**src/rtl/neuron_nin_trace.sv**
```systemverilog
// N-channel event neuron: per-channel linearly decaying traces, a sequential MAC
// over a trace snapshot on each new event, threshold compare and refractory gating.
module neuron_nin_trace #(
   parameter int P_CH     = 25,
   parameter int p_width  = 8,
   parameter int p_shift  = 8,
   parameter int P_DECAY  = 1,
   parameter int P_REFRAC = 4,
   parameter int P_SUMW   = p_width + p_shift + $clog2(P_CH)
) (
   input  logic                      i_clk,
   input  logic                      i_rst_n,
   input  logic [P_CH-1:0]           i_event,
   input  logic                      i_tick,
   input  logic [P_SUMW-1:0]         i_threshold,
   input  logic [P_CH*p_width-1:0]   i_weight,
   output logic [P_CH-1:0]           o_sync,
   output logic [P_SUMW-1:0]         o_s,
   output logic                      o_valid,
   output logic                      o_spike,
   output logic [P_SUMW-1:0]         o_neuronout,
   output logic                      o_busy
);

   localparam int IDXW  = $clog2(P_CH);
   localparam int PRODW = p_width + p_shift;
   localparam int REFW  = (P_REFRAC < 1) ? 1 : $clog2(P_REFRAC + 1);
   localparam logic [p_shift-1:0] DECAY = p_shift'(P_DECAY);

   typedef enum logic [1:0] {S_IDLE, S_ACC, S_CMP} state_t;

   logic [p_shift-1:0] trace   [P_CH];
   logic [p_shift-1:0] shadow_q[P_CH];

   state_t              state_q;
   logic [IDXW-1:0]     idx_q;
   logic [P_SUMW-1:0]   acc_q;
   logic                pending_q;
   logic [REFW-1:0]     refrac_q;
   logic [P_CH-1:0]     sync_q;
   logic [P_SUMW-1:0]   s_q;
   logic [P_SUMW-1:0]   nout_q;
   logic                valid_q;
   logic                spike_q;
   logic [p_width-1:0]  w_sel;
   logic [PRODW-1:0]    prod;

   // Per-channel trace: an event reloads TMAX and beats a simultaneous tick.
   genvar gi;
   generate
      for (gi = 0; gi < P_CH; gi++) begin : g_ch
         logic [p_shift-1:0] t_q;
         logic [p_shift-1:0] t_d;

         always_comb begin
            t_d = t_q;
            if (i_event[gi]) begin
               t_d = '1;
            end else if (i_tick) begin
               t_d = (int'(t_q) > P_DECAY) ? (t_q - DECAY) : '0;
            end
         end

         always_ff @(posedge i_clk) begin
            if (!i_rst_n) begin
               t_q <= '0;
            end else begin
               t_q <= t_d;
            end
         end

         assign trace[gi] = t_q;
      end
   endgenerate

   always_comb begin
      w_sel = i_weight[idx_q*p_width +: p_width];
      prod  = PRODW'(shadow_q[idx_q]) * PRODW'(w_sel);
   end

   always_ff @(posedge i_clk) begin
      if (!i_rst_n) begin
         state_q   <= S_IDLE;
         idx_q     <= '0;
         acc_q     <= '0;
         pending_q <= 1'b0;
         refrac_q  <= '0;
         sync_q    <= '0;
         s_q       <= '0;
         nout_q    <= '0;
         valid_q   <= 1'b0;
         spike_q   <= 1'b0;
         for (int c = 0; c < P_CH; c++) begin
            shadow_q[c] <= '0;
         end
      end else begin
         sync_q  <= i_event;
         valid_q <= 1'b0;
         spike_q <= 1'b0;
         if (|i_event) begin
            pending_q <= 1'b1;
         end
         if (i_tick && (refrac_q != '0)) begin
            refrac_q <= refrac_q - REFW'(1);
         end

         case (state_q)
            S_IDLE: begin
               if (pending_q) begin
                  shadow_q <= trace;
                  acc_q    <= '0;
                  idx_q    <= '0;
                  if (!(|i_event)) begin
                     pending_q <= 1'b0;
                  end
                  state_q <= S_ACC;
               end
            end
            S_ACC: begin
               acc_q <= acc_q + P_SUMW'(prod);
               idx_q <= idx_q + IDXW'(1);
               if (idx_q == IDXW'(P_CH - 1)) begin
                  state_q <= S_CMP;
               end
            end
            S_CMP: begin
               s_q     <= acc_q;
               valid_q <= 1'b1;
               state_q <= S_IDLE;
               // A refractory reload here takes precedence over the tick decrement above.
               if ((acc_q > i_threshold) && (refrac_q == '0)) begin
                  spike_q  <= 1'b1;
                  nout_q   <= acc_q;
                  refrac_q <= REFW'(P_REFRAC);
               end else begin
                  nout_q <= '0;
               end
            end
            default: state_q <= S_IDLE;
         endcase
      end
   end

   assign o_sync      = sync_q;
   assign o_s         = s_q;
   assign o_valid     = valid_q;
   assign o_spike     = spike_q;
   assign o_neuronout = nout_q;
   assign o_busy      = (state_q != S_IDLE);

endmodule

```
**config.mk**
```make
export PLATFORM = sky130hd
export DESIGN_NAME = neuron_nin_trace
export DESIGN_NICKNAME = d
export VERILOG_FILES = /design/src/rtl/neuron_nin_trace.sv
export SDC_FILE = /design/constraint.sdc
export NUM_CORES = 2
export LEC_CHECK = 0
export CAP_MARGIN = 20
export CORE_UTILIZATION = 39
export CTS_BUF_LIST = sky130_fd_sc_hd__clkbuf_4 sky130_fd_sc_hd__clkbuf_8
export CTS_CLUSTER_DIAMETER = 100
export CTS_CLUSTER_SIZE = 28
export DETAILED_ROUTE_END_ITERATION = 12
export PLACE_DENSITY = 0.67
export SLEW_MARGIN = 0
export SYNTH_ARGS = -nofsm -noshare
export SYNTH_HDL_FRONTEND = slang
export SYNTH_SLANG_ARGS = --single-unit
```
**constraint.sdc**
```tcl
create_clock -name i_clk -period 14 [get_ports i_clk]
set_input_delay 4.2 -clock i_clk [delete_from_list [all_inputs] [get_ports i_clk]]
set_output_delay 4.2 -clock i_clk [all_outputs]
set_load 0.02 [all_outputs]
```
# Word level (Yosys, flattened, before mapping)
# Cells that the tools add are included.
# classes
addsub	28
multipliers	1
magnitude_cmp	27
n_eq_ne	5
n_shift	1
n_mux	95
bitwise	1
reduce_logical	37
# ops
operator	n
$mux 8	77
$gt 8x1->1 const B	25
$shiftx 200x9->8	1
$sub 8x1->8 const B	25
$reduce_bool 2->1	27
$mux 21	2
$pmux 21 s2	1
$bmux 8 s5	1
$reduce_or 25->1	1
$add 21x16->21	1
$gt 21x21->1	1
$mul 8x8->16	1
$pmux 5 s2	1
$mux 3	3
$reduce_and 2->1	4
$ge 6x6->1 const B	1
$mux 1	6
$not 5->6	1
$add 5x1->5 const B	1
$eq 5x5->1 const B	1
$mux 5	1
$mux 2	2
$ne 2x2->1 const B	2
$pmux 2 s2	1
7 further kinds	8
# totals
ff_bits	501
input_bits	249
out_inout_bits	70

# Logic depth before layout (Yosys ltp)
# depth
depth_word	7
mapped_depth	24
mapped_depth_nobuf	21

# Worst setup path after synthesis
# No wires, ideal clock.
# synth_timing
kind	input to register
startpoint	input port i_weight[45]
endpoint	register acc_q[15]
setup_time_ps	125
t_arrival_ps	9144
required_time_ps	13875
path_slack_ps	4731
stages	19
n_path_buf	1
path_cell_list	mux4_1 > mux4_2 > o21ai_4 > or2_1 > fa_1 > fa_1 > inv_1 > fa_1 > inv_1 > fa_1 > inv_1 > ha_1 > clkbuf_1 > a2111o_1 > a31oi_1 > o211ai_1 > a31oi_1 > xor2_1 > o21ai_0
# synth_via
elab_chain_cells	4
# synth_lines
element	line_no	source
start, declared	16	input logic [P_CH*p_width-1:0] i_weight,
$shiftx 200x9->8	77	w_sel = i_weight[idx_q*p_width +: p_width];
$mul 8x8->16	78	prod = PRODW'(shadow_q[idx_q]) * PRODW'(w_sel);
$add 21x16->21	120	acc_q <= acc_q + P_SUMW'(prod);
$pmux 21 s2	107	case (state_q)
end signal, assigned	120	
end, declared	37	logic [P_SUMW-1:0] acc_q;
# Every way passes these cells.
# A chain may end at the register's enable or synchronous reset.

# Worst setup path in the final report
# layout_timing
startpoint	input port i_weight[60]
endpoint	register acc_q[15]
# Same word-level chain as after synthesis.

==> flow_summary_export.csv <==
group,metric,value,unit
synthesis,synth-seq-cells,501,
placement,dp_cells,4227,
global_route,grt_overflow,0,
setup_path,r2r_slack,6.64,ns
clock_tree,cts_sinks,501,
synthesis,synthTopCellsByCount,"nand2_1 (549), dfxtp_1 (501), a21oi_1 (468)",
synthesis,post_synth.cell_area_avg,8.459,sq um
clock_tree,clk_pin_slew_worst_paths,0.17,ns
status,status,"completed",
die,core-area,68470,sq um
layout,multi_input_area,15340,sq um
synthesis,ys.flop_type,"dfxtp_1",
hold_path,hold_depth,2,
synthesis,yosysMostFrequentCell,"nand2_1",
routing,dr.pass1.iters,8,
synthesis,synthMuxAreaShare,10.66,%
clock_tree,cts_tree,"built",
sta,clock_skew,0.03267,ns
layout,layout.nets,3786,
synthesis,synth_compound_area_share,17.00,%
die,initial_utilization,39.39,%
global_route,antenna_found_initial,6,
die,die_area,70200,sq um
synthesis,async_reset_ff_share,0,%
routing,wl_met1,33.53,mm
setup_path,startpoint_type,"primary input",
synthesis,synth_area,26970,sq um
placement,dp_hpwl,54.78,mm
synthesis,syn-num-nets,3603,
layout,area.growth.synth_to_final,15.32,%
setup_path,crit_path_cell_trace,"clkdlybuf4s50_1 > mux4_2 > mux2i_1 > a22oi_1 > nand2_1 > nor2_1 > fa_1 > inv_1 > fa_1 > inv_1 > fa_1 > inv_1 > fa_1 > inv_1 > ha_1 > a2111o_1 > a31oi_1 > o211ai_1 > a31oi_1 > xor2_1 > o21ai_0",
sta,slew_headroom,27.87,%
sta,drv_slew,0,
routing,met3_length,4.055,mm
die,io_pins,319,
sta,hold_viol,0,
synthesis,ys_types,73,
die,rows,96,
hold_path,hp-class,"reg2reg",
sta,finalSetupTns,0,ns
global_route,grt.total_usage,21.11,%
routing,remaining_drc_errors,0,
clock_tree,cts_htree_levels,1,
routing,wl_per_cell,18.02,um
placement,place_congestion,0.8992,
clock_tree,numCtsBuffers,24,
synthesis,synth_top_area_share,37.19,%
layout,regArea,10040,sq um
global_route,grt_max_degree,200,
synthesis,yosysSeqAreaShare,37.19,%
pwr,irDropWorstVdd,0.05993,mV
sta,post-route-min-period,9.561,ns
setup_path,reg2reg_to,"acc_q[15]",
setup_path,critPathCaptureType,"flip-flop",
routing,wl,76.85,mm
job,drv_cap,0,
synthesis,synthAdderAreaFrac,9.094,%
setup_path,rr_worst_depth,21,
setup_path,worstReg2RegStart,"idx_q[0]",
die,die_w,265.0,um
clock_tree,post_cts_buffers,0,
setup_path,cpPeakStageDelay,0.54,ns
clock_tree,clockBufferDepth,3,
synthesis,synthXorXnorAreaFrac,0.4222,%
synthesis,synth_top_family_by_area,"simple AND/OR/NAND/NOR gates",
pwr,p_per_area,93.69,nW/um^2
sta,rsz0062_at_grt,"no",
sta,max_freq,104.6,MHz
clock_tree,clk_latency,0.66,ns
synthesis,synth_edf_count,0,
setup_path,worstPathArrival,10.13,ns
global_route,grt_pass1_vias,21656,
synthesis,synth-simple-area-share,19.65,%
routing,routed.top_layer,"met5",
sta,finalSetupViolations,0,
routing,antenna_left,0,
sta,min_period_over_period,68.29,%
die,die_height,265.0,um
layout,stdcell_count,4265,
hold_path,hp-start,"shadow_q[77]",
setup_path,cp_max_fo,8,
synthesis,synth_top_area_cell,"dfxtp_1",
setup_path,cp_slowest_cell,"fa_1",
clock_tree,ctsResizeCount,0,
global_route,grt_first_pass_wirelength,119.8,mm
routing,drt_iter0_markers,1670,
sta,tightest_slew,1.077,ns
layout,fill_cells,6801,
routing,avgViaCountPerCell,5.501,
routing,met2RoutedLength,37.23,mm
synthesis,yosys_warnings,0,
setup_path,cp.required,14.56,ns
clock_tree,cts-root-buf,"clkbuf_8",
routing,dr_total_vias,23461,
synthesis,syn_inst,3188,
placement,io_buffer_count,318,
synthesis,synth.area.top_cells,"dfxtp_1 (37%), a21oi_1 (8.7%), nand2_1 (7.6%)",
pwr,p_leak,11.72,nW
layout,drive_gt1_share,5.978,%
hold_path,worstHoldEndpoint,"shadow_q[77]",
setup_path,crit_type,"in2reg",
clock_tree,cts-hold-fix-buffers,0,
sequential cells by signal, summed over array words and instances, names as in the netlist, 3 cells and up:
| signal | flops |
|---|---|
| acc_q | 21 |
| g_ch.t_q | 200 |
| idx_q | 5 |
| o_neuronout | 21 |
| o_s | 21 |
| o_sync | 25 |
| refrac_q | 3 |
| shadow_q | 200 |
where the power goes:
part / total (mW) / switching [mW] / leakage, nW / internal [mW]
clock network: 0.660 / 0.477 / 0.229 / 0.183
logic: 0.634 / 0.345 / 7.35 / 0.289
registers: 1.62 / 0.101 / 4.14 / 1.52
per-stage QoR:
step	area [sq um]	worst slack, ns	util [%]	power [mW]	hold slack (ns)
4_1_cts	31090	4.551	45.41	2.944	0.4631
2_1_floorplan	26970	4.731	-	2.063	0.4315
5_1_grt	31100	4.228	45.42	3.086	0.4748
3_5_place_dp	30640	3.823	44.75	2.286	0.4427
3_3_place_gp	30640	3.911	44.75	2.276	0.4390
6_report	31100	4.439	45.42	2.914	0.4614
layout make-up:
type / instances / share of cell area, %
antenna: 4 / 0.03219
multi-input combinational: 2292 / 49.31
timing repair buffer: 341 / 10.81
tap: 882 / 3.548
sequential: 501 / 32.29
clock buffer: 26 / 1.131
clock inverter: 8 / 0.3138
inverter: 211 / 2.571
worst max path at each step:
stage | slack (ns) | from | endpoint | cells past startpoint
3_5_place_dp | 3.82 | i_weight[60] | acc_q[14] | 21
4_1_cts | 4.55 | i_weight[60] | acc_q[14] | 21
6_report | 4.44 | i_weight[60] | acc_q[15] | 21
3_3_place_gp | 3.91 | i_weight[60] | acc_q[15] | 21
2_1_floorplan | 4.73 | i_weight[45] | acc_q[15] | 19
5_1_grt | 4.23 | i_weight[52] | acc_q[14] | 21
kinds of logic (layout without fill, tap and decap cells):
kind of cell               Yosys count  in the layout
DFF                                501            501
adders and majority gates          166            166
and+or+nand+nor                   1164           1164
xor gates and xnor gates            13             13
other                                0              4
muxes                              162            162
AOI/OAI and AO/OA                  787            787
buffers and inverters              395            586
worst max-delay path: cells and delay by family:
kind | cells | cell delay, ns
compound gates | 6 | 1.29
xor+xnor | 1 | 0.16
simple gates | 2 | 0.41
fa+ha+maj | 5 | 2.49
buf+inv | 5 | 0.62
mux | 2 | 0.96
per-layer routing:
layer / vias up / GRT usage (%)
met3: 91 / 3.075
met5: - / 0
met4: 4 / 6.233
met1: 11263 / 27.08
li1: 11535 / -
met2: 568 / 36.58
cell usage in the layout (no fill, tap or decap), types with 14 or more instances in the layout:
master,instances
a211oi_1,32
a21oi_1,468
a221oi_1,15
a31o_2,14
a31oi_1,33
a32oi_1,21
buf_4,23
clkbuf_8,25
clkdlybuf4s50_1,316
dfxtp_1,498
fa_1,50
ha_1,116
inv_1,206
mux2i_1,63
mux4_2,87
nand2_1,548
nand3_1,48
nor2_1,235
nor2b_1,15
nor3_1,107
nor4_1,26
o211ai_1,23
o21a_1,19
o21ai_0,96
or2_2,16
or3_1,65
or4_1,24
Power figures use the tool's default switching activity.
